## config.mk

```make
export PLATFORM = sky130hd
export DESIGN_NAME = tile_scheduler
export DESIGN_NICKNAME = d
export VERILOG_FILES = /design/src/rtl/tile_scheduler.sv
export SDC_FILE = /design/constraint.sdc
export NUM_CORES = 1
export LEC_CHECK = 0
export CAP_MARGIN = 10
export CELL_PAD_IN_SITES_DETAIL_PLACEMENT = 1
export CELL_PAD_IN_SITES_GLOBAL_PLACEMENT = 1
export CORE_AREA = 3 3 81 83
export DETAILED_ROUTE_END_ITERATION = 10
export DIE_AREA = 0 0 84 86
export MAX_ROUTING_LAYER = met4
export PLACE_DENSITY = 0.88
export SYNTH_ARGS = -nofsm -noshare
export SYNTH_HDL_FRONTEND = slang
export SYNTH_SLANG_ARGS = --single-unit
```

## constraint.sdc

```tcl
create_clock -name iClk -period 2.7 [get_ports iClk]
set_input_delay 0.27 -clock iClk [delete_from_list [all_inputs] [get_ports iClk]]
set_output_delay 0.27 -clock iClk [all_outputs]
set_load 0.02 [all_outputs]
```

## src/rtl/tile_scheduler.sv

```systemverilog
// tile_scheduler: walks a layer tile by tile. For each tile it launches the
// micro_controller, waits for it to go busy and then idle again (under a
// watchdog), then presents the tile's result for draining before moving on.
//
// Ports:
//   iClk, iRst            clock, asynchronous active-high reset
//   iStart, iTileCount    layer start request and tile count (sampled in IDLE)
//   oBusy, oDone, oErr    status: busy, one-cycle completion pulse, sticky timeout
//   oMcStart, iMcReady    micro_controller launch pulse / idle indication
//   oBaseAddr, oTileIdx   current tile base address and index
//   oDrainValid, iDrainReady  result drain handshake
module tile_scheduler #(
  parameter int RAM_DEPTH   = 2048,
  parameter int TILE_STRIDE = 64,
  parameter int MAX_TILES   = 256,
  parameter int WATCHDOG    = 1023,
  localparam int TW  = $clog2(MAX_TILES + 1),
  localparam int AW  = $clog2(RAM_DEPTH),
  localparam int WDW = $clog2(WATCHDOG + 1)
) (
  input  logic          iClk,
  input  logic          iRst,
  input  logic          iStart,
  input  logic [TW-1:0] iTileCount,
  output logic          oBusy,
  output logic          oDone,
  output logic          oErr,
  output logic          oMcStart,
  input  logic          iMcReady,
  output logic [AW-1:0] oBaseAddr,
  output logic [TW-1:0] oTileIdx,
  output logic          oDrainValid,
  input  logic          iDrainReady
);

  typedef enum logic [2:0] {
    IDLE, LAUNCH, WAIT_BUSY, WAIT_READY, DRAIN, DONE
  } state_t;

  state_t           state, state_n;
  logic [TW-1:0]    count;
  logic [WDW-1:0]   wdog;
  logic             accept, launch, timeout, last, advance, wd_hit;
  logic [AW:0]      base_sum;
  logic [AW-1:0]    base_nxt;

  // Stride reduced modulo depth so a single conditional subtract wraps it.
  assign base_sum = {1'b0, oBaseAddr} + (AW+1)'(TILE_STRIDE % RAM_DEPTH);
  assign base_nxt = (base_sum >= (AW+1)'(RAM_DEPTH)) ?
                    AW'(base_sum - (AW+1)'(RAM_DEPTH)) : AW'(base_sum);

  assign last   = (oTileIdx == count - TW'(1));
  // Fires on the cycle whose edge brings the count to WATCHDOG.
  assign wd_hit = (wdog == WDW'(WATCHDOG - 1));

  always_comb begin
    state_n = state;
    accept  = 1'b0;
    launch  = 1'b0;
    timeout = 1'b0;
    advance = 1'b0;
    case (state)
      IDLE: if (iStart) begin
        accept  = 1'b1;
        state_n = (iTileCount == '0) ? DONE : LAUNCH;
      end
      LAUNCH: if (iMcReady) begin
        launch  = 1'b1;
        state_n = WAIT_BUSY;
      end
      WAIT_BUSY: begin
        if (!iMcReady)   state_n = WAIT_READY;
        else if (wd_hit) begin timeout = 1'b1; state_n = DRAIN; end
      end
      WAIT_READY: begin
        if (iMcReady)    state_n = DRAIN;
        else if (wd_hit) begin timeout = 1'b1; state_n = DRAIN; end
      end
      DRAIN: if (iDrainReady) begin
        if (last) state_n = DONE;
        else begin
          advance = 1'b1;
          state_n = LAUNCH;
        end
      end
      DONE:    state_n = IDLE;
      default: state_n = IDLE;
    endcase
  end

  always_ff @(posedge iClk or posedge iRst) begin
    if (iRst) begin
      state       <= IDLE;
      count       <= '0;
      wdog        <= '0;
      oTileIdx    <= '0;
      oBaseAddr   <= '0;
      oErr        <= 1'b0;
      oBusy       <= 1'b0;
      oDone       <= 1'b0;
      oMcStart    <= 1'b0;
      oDrainValid <= 1'b0;
    end else begin
      state <= state_n;
      if (accept) begin
        count     <= iTileCount;
        oTileIdx  <= '0;
        oBaseAddr <= '0;
        oErr      <= 1'b0;
      end
      if (advance) begin
        oTileIdx  <= oTileIdx + TW'(1);
        oBaseAddr <= base_nxt;
      end
      if (timeout) oErr <= 1'b1;
      if (launch)
        wdog <= '0;
      else if (state == WAIT_BUSY || state == WAIT_READY)
        wdog <= wdog + WDW'(1);
      // Status outputs track the state being entered; the launch pulse and
      // done pulse are registered versions of the LAUNCH exit and DONE state.
      oBusy       <= (state_n != IDLE);
      oDrainValid <= (state_n == DRAIN);
      oMcStart    <= launch;
      oDone       <= (state == DONE);
    end
  end

endmodule

```

# Word level (Yosys, flattened, before mapping)
# Index checks and enable logic that the tools add are counted.
classes:
  reduce_logical: 7
  n_eq_ne: 8
  mux: 29
  addsub: 5
  order_cmp: 1
op_table:
  columns: ["op", "n"]
  rows:
  - ["2-to-1 mux 11 bit", 3]
  - ["2-to-1 mux 3 bit", 8]
  - ["2-to-1 mux 10 bit", 2]
  - ["2-to-1 mux 9 bit", 2]
  - ["case mux 3 bit (5 select lines)", 1]
  - ["adder 11 x 7 -> 12 bit (second input constant)", 1]
  - [">= comparator 12 bit (second input constant)", 1]
  - ["2-to-1 mux 1 bit", 12]
  - ["subtractor 11 x 1 -> 11 bit (second input constant)", 1]
  - ["adder 10 x 1 -> 10 bit (second input constant)", 1]
  - ["== test 10 bit (second input constant)", 1]
  - ["adder 9 x 1 -> 9 bit (second input constant)", 1]
  - ["== test 3 bit (second input constant)", 3]
  - ["== test 9 bit", 1]
  - ["logical NOT 9 bit", 1]
  - ["subtractor 9 x 1 -> 9 bit (second input constant)", 1]
  - ["== test 3 x 2 -> 1 bit (second input constant)", 2]
  - ["nonzero test 2 bit", 3]
  - ["== test 3 x 1 -> 1 bit (second input constant)", 1]
  - ["logical NOT 3 bit", 1]
  - ["nonzero test 3 bit", 1]
  - ["case mux 1 bit (2 select lines)", 1]
  - ["logical OR 1 bit", 1]
totals:
  regBits: 47
  inputBits: 14

# Logic depth before layout (Yosys ltp)
depth:
  word_depth: 6
  ltp_mapped: 10
  depth_no_buf: 8

# Worst setup path before layout
# Ideal clock, no wire load.
synth_timing:
  path_kind: "register to register"
  from: "register count[0]"
  to: "register oTileIdx[8]"
  arrival_ps: 2336
  n_path_buf: 2
  setup_slack_ps: 285
  synth_period_minus_slack_ps: 2415
  path_stages_with_launch: 11
  cell_sequence: "dfrtp_1 -> inv_1 -> ha_1 -> nor3b_2 -> a21oi_1 -> or4b_2 -> a2111oi_4 -> or2_1 -> buf_6 -> buf_12 -> mux2i_1"
synth_between:
  elab_chain_len: 6
  word_cells_on_any_way: 7
  classes_between: "add/sub: 1; eq/ne: 1; mux: 4; reduce/logical: 1"
synth_lines:
  columns: ["element", "line_no", "rtl"]
  rows:
  - ["from (decl)", "41", "logic [TW-1:0] count;"]
  - ["from (signal assigned)", "106", "count <= iTileCount;"]
  - ["subtractor 9 x 1 -> 9 bit *", "52", "assign last = (oTileIdx == count - TW'(1));"]
  - ["== test 9 bit *", "52", null]
  - ["2-to-1 mux 1 bit *", "80", "if (last) state_n = DONE;"]
  - ["2-to-1 mux 1 bit *", "79", "DRAIN: if (iDrainReady) begin"]
  - ["2-to-1 mux 1 bit *", "62", "case (state)"]
  - ["2-to-1 mux 9 bit / nonzero test 2 bit (equally long branches)", null, null]
  - ["to (signal assigned)", "112", "oTileIdx <= oTileIdx + TW'(1);"]
  - ["to (decl)", "31", "output logic [TW-1:0] oTileIdx,"]
# Every way passes the cells marked *; elsewhere a longest branch is shown, timed or not.
# A chain may end at the register's enable or synchronous reset.

# Final worst setup path
layout_timing:
  from: "register count[0]"
  to: "register oTileIdx[7]"
# Same word-level chain as after synthesis.

==> metrics.txt <==
# TYPE chip_impl_metric gauge
chip_impl_metric{name="ff2ff_path_depth",unit=""} 9
chip_impl_metric{name="arrival",unit="ns"} 2.74
chip_impl_info{name="synthTopCellsByCount",value="dfrtp_1 (41), nand2_1 (39), nor2_1 (17)"} 1
chip_impl_info{name="timing.rr.end",value="oTileIdx[7]$_DFFE_PP0P_"} 1
chip_impl_metric{name="distinct_cell_type_count_of_the_synthesized_netlist",unit=""} 53
chip_impl_metric{name="critical_path.max_fanout",unit=""} 5
chip_impl_metric{name="core",unit="um^2"} 5921
chip_impl_metric{name="setup.reg_to_reg.worst_slack",unit="ns"} 0.17
chip_impl_metric{name="power_density",unit="nW/um^2"} 821.0
chip_impl_info{name="critPathTopFamily",value="simple AND/OR/NAND/NOR gates"} 1
chip_impl_info{name="regToRegStartpoint",value="count[0]$_DFFE_PP0P_"} 1
chip_impl_info{name="dominantRegCellSynth",value="dfrtp_1"} 1
chip_impl_metric{name="utilization",unit="%"} 49.73
chip_impl_metric{name="die_area",unit="um^2"} 7224
chip_impl_metric{name="cell_internal_pwr",unit="mW"} 1.476
chip_impl_info{name="post_synth_main_area_contributors",value="dfrtp_1 (42%), nand2_1 (6.0%), xnor2_1 (4.7%)"} 1
chip_impl_metric{name="setup_total_negative_slack",unit="ns"} 0
chip_impl_metric{name="initial_antenna_violation_count",unit=""} 0
chip_impl_metric{name="globalRoute.totalOverflow",unit=""} 0
chip_impl_metric{name="max_slew_margin_vs_limit",unit="%"} 63.09
chip_impl_metric{name="skew",unit="ns"} 0.01034
chip_impl_metric{name="total_wire_length",unit="um"} 5857
chip_impl_info{name="cp_max_delay_cell",value="or4b_4"} 1
chip_impl_metric{name="cp.buffers_inverters",unit=""} 2
chip_impl_metric{name="cts-root-to-sink-buffers",unit=""} 2
chip_impl_metric{name="layout-drive-gt1-share",unit="%"} 13.70
chip_impl_info{name="critPathLaunchType",value="register"} 1
chip_impl_metric{name="final_period_minus_worst_setup_slack",unit="ns"} 2.528
chip_impl_metric{name="clock_power_share",unit="%"} 20.4
chip_impl_metric{name="remaining_routing_drc_violations",unit=""} 0
chip_impl_metric{name="post_detailed_route_wirelength_per_cell",unit="um"} 15.96
chip_impl_metric{name="antenna_fix_cells",unit=""} 0
chip_impl_metric{name="boundaryPins",unit=""} 39
chip_impl_metric{name="required",unit="ns"} 2.91
chip_impl_metric{name="drt-vias-per-instance",unit=""} 5.398
chip_impl_metric{name="max_slew.worst_pin.slew",unit="ns"} 0.5525
chip_impl_metric{name="vdd_drop_max",unit="mV"} 0.4699
chip_impl_metric{name="post-route-period-util",unit="%"} 93.62
chip_impl_metric{name="buffer_ports.inserted",unit=""} 32
chip_impl_info{name="synth_top_area_cell",value="dfrtp_1"} 1
chip_impl_info{name="critical_path.endpoint_type",value="register"} 1
chip_impl_metric{name="firstDrtPassIters",unit=""} 4
chip_impl_metric{name="p_leak",unit="nW"} 1.247
chip_impl_metric{name="place.gp.congestion",unit=""} 0.8127
chip_impl_metric{name="post_synth_edffs",unit=""} 0
chip_impl_info{name="cts_tree",value="yes"} 1
chip_impl_info{name="clk_root_buffer_cell",value="clkbuf_8"} 1
chip_impl_metric{name="dieWidth",unit="um"} 84
chip_impl_metric{name="cp_slowest_stage_delay",unit="ns"} 0.50
chip_impl_metric{name="synth_top_area_share",unit="%"} 42.38
chip_impl_metric{name="design.final.nets",unit=""} 310
chip_impl_metric{name="synthArstFlopShare",unit="%"} 100.0
chip_impl_metric{name="drv.max_cap_violation_count",unit=""} 0
chip_impl_metric{name="ctsHtreeMaxLevel",unit=""} 2
chip_impl_metric{name="drtAntennaViolNets",unit=""} 0
chip_impl_metric{name="pin_count_of_the_biggest_net_entering_global_routing",unit=""} 42
chip_impl_metric{name="switchingPower",unit="mW"} 0.9409
chip_impl_metric{name="switching_share",unit="%"} 38.93
chip_impl_metric{name="grt_util_all_layers",unit="%"} 17.25
chip_impl_metric{name="number_of_buffers_inserted_for_hold_repair_after_clock_tree_synthesis",unit=""} 0
chip_impl_metric{name="num_vias",unit=""} 1981
chip_impl_metric{name="slew_viol_final",unit=""} 0
chip_impl_metric{name="mappedNetlistArea",unit="um^2"} 2421
chip_impl_metric{name="row_count",unit=""} 28
chip_impl_metric{name="clk_pin_slew_worst_paths",unit="ns"} 0.09
chip_impl_metric{name="global_route_wire_length_before_repair",unit="um"} 9894
chip_impl_metric{name="synth-seq-cells",unit=""} 41
chip_impl_metric{name="die-height",unit="um"} 86
chip_impl_metric{name="drtIter0Drc",unit=""} 71
chip_impl_metric{name="areaGrowthSynthToFinish",unit="%"} 21.60
chip_impl_metric{name="synth_sequential_area_ratio",unit="%"} 42.38
chip_impl_metric{name="clock_latency",unit="ns"} 0.29
chip_impl_info{name="type_of_the_setup_path_with_the_least_slack",value="reg2reg"} 1
chip_impl_metric{name="effective_utilization_at_floorplan",unit="%"} 40.89
chip_impl_metric{name="final_hpwl_from_detailed_placement",unit="um"} 4253
chip_impl_metric{name="number_of_global_route_vias_before_repair",unit=""} 2037
chip_impl_metric{name="achievable-frequency",unit="MHz"} 395.6
chip_impl_metric{name="timing.final.setup_violations",unit=""} 0
chip_impl_info{name="run_status",value="finished clean"} 1
chip_impl_info{name="path_cells",value="inv_1 > ha_1 > nor3b_4 > a21oi_1 > or4b_4 > a2111oi_4 > or2_1 > buf_4 > mux2i_1"} 1
chip_impl_info{name="synthMostInstantiatedCell",value="dfrtp_1"} 1
chip_impl_metric{name="cts_inserted_buffers",unit=""} 5
chip_impl_metric{name="tritoncts_num_sinks",unit=""} 41
chip_impl_metric{name="share_comb_of_total_power",unit="%"} 40.3
chip_impl_metric{name="ys_warn_count",unit=""} 0
chip_impl_metric{name="synth_area_per_cell",unit="um^2"} 9.457
chip_impl_info{name="holdCritPathClass",value="in2async"} 1
chip_impl_metric{name="netlist_instances",unit=""} 256
chip_impl_metric{name="hold_viol",unit=""} 0
chip_impl_metric{name="part_of_the_power_in_registers",unit="%"} 39.3
chip_impl_info{name="grt_setup_unrepaired",value="no"} 1
-- how the worst max path moves through the flow --
stage / start / endpoint / slack, ns / cells after the start
5_1_grt: count[1]$_DFFE_PP0P_ / oTileIdx[7]$_DFFE_PP0P_ / 0.05 / 9
3_3_place_gp: count[0]$_DFFE_PP0P_ / oDrainValid$_DFF_PP0_ / 0.23 / 9
6_report: count[0]$_DFFE_PP0P_ / oTileIdx[7]$_DFFE_PP0P_ / 0.17 / 9
2_1_floorplan: count[0]$_DFFE_PP0P_ / oTileIdx[8]$_DFFE_PP0P_ / 0.28 / 10
4_1_cts: count[0]$_DFFE_PP0P_ / oBaseAddr[8]$_DFFE_PP0P_ / 0.04 / 9
3_5_place_dp: count[0]$_DFFE_PP0P_ / oBaseAddr[8]$_DFFE_PP0P_ / 0.06 / 9
-- through the flow --
stage	cells	hold WS [ns]	power, mW	instance area, um^2	setup WS, ns
after detailed placement	357	0.5047	1.880	2786	0.06303
after floorplan	261	0.3658	1.607	2440	0.2848
after global placement	357	0.4976	1.822	2786	0.2307
final	367	0.4177	2.417	2944	0.1722
after global routing	367	0.4994	2.596	2944	0.04938
after CTS	365	0.4353	2.384	2898	0.04087
-- registers in the layout (all words and copies together) (netlist names) --
register and count:
wdog 10, oMcStart 1, oTileIdx 9, oErr 1
state 3, oBusy 1, oDone 1, oDrainValid 1
oBaseAddr 5, count 9
-- cells by family (layout without fill, tap and decap cells) --
logic type                 count (synthesis)  after routing  share of synthesized area (%)
buffers and inverters                     33             64                          7.700
adders and majority gates                  5              5                          2.584
DFF                                       41             41                          42.38
AOI/OAI and AO/OA                         36             36                          12.51
and+or+nand+nor                          113            113                          24.65
muxes                                      5              5                          2.067
xor gates and xnor gates                  22             22                          7.959
other                                      1              6                         0.1549
-- worst min-delay path, delay by kind of cell --
kind / cells / cell delay (ns)
buffers and inverters: 3 / 0.89
-- metal layers --
layer	routed length, um	global-route usage (%)
met1	2454	21.12
met2	3118	29.93
met3	202	2.978
met4	80	3.947
met5	0	-
-- timing repair --
| action | 4_1_cts | 5_1_grt |
|---|---|---|
| setup buffers | 0 | 2 |
| setup endpoints to repair | 0 | 14 |
| gates resized for setup | 0 | 6 |
-- cells in the final DEF (no fill, tap or decap), types with 2 or more instances in the layout --
cell | netlist | routed
and2_1 | 3 | 3
o221ai_1 | 2 | 2
nand2b_1 | 5 | 5
o31ai_1 | 2 | 2
nand4_1 | 5 | 5
nor2_1 | 17 | 17
or3_1 | 2 | 2
xnor2_1 | 13 | 13
o21ai_0 | 4 | 4
mux2i_1 | 5 | 5
a31o_2 | 4 | 4
nor4_1 | 2 | 2
nand2_1 | 39 | 39
clkbuf_8 | 0 | 5
and3_1 | 3 | 3
a21oi_1 | 6 | 6
inv_1 | 14 | 14
buf_4 | 6 | 9
conb_1 | 1 | 6
or4b_1 | 2 | 2
ha_1 | 5 | 5
a211oi_1 | 4 | 4
clkdlybuf4s50_1 | 0 | 32
nand3b_1 | 2 | 2
nor3_1 | 5 | 5
nor3b_1 | 4 | 4
o22ai_1 | 3 | 2
dfrtp_1 | 41 | 41
a2111oi_4 | 2 | 2
or2_2 | 4 | 4
nand3_1 | 8 | 8
xor2_1 | 9 | 9
a31oi_1 | 2 | 2
-- final cells by class --
type,count,area [um^2]
tap,75,93.84
fill,686,2977
sequential,41,1026
inverter,14,52.55
clock inverter,2,38.79
multi-input combinational,187,1261
clock buffer,6,72.57
timing repair buffer,42,399.1
-- power by group through the flow --
stage,registers [mW],logic [mW],clock network (mW)
4_1_cts,0.946,0.929,0.509
2_1_floorplan,0.915,0.693,0
3_3_place_gp,0.945,0.876,0
3_5_place_dp,0.957,0.923,0
6_report,0.950,0.974,0.493
5_1_grt,0.977,1.08,0.540
(Power assumes the default switching activity.)
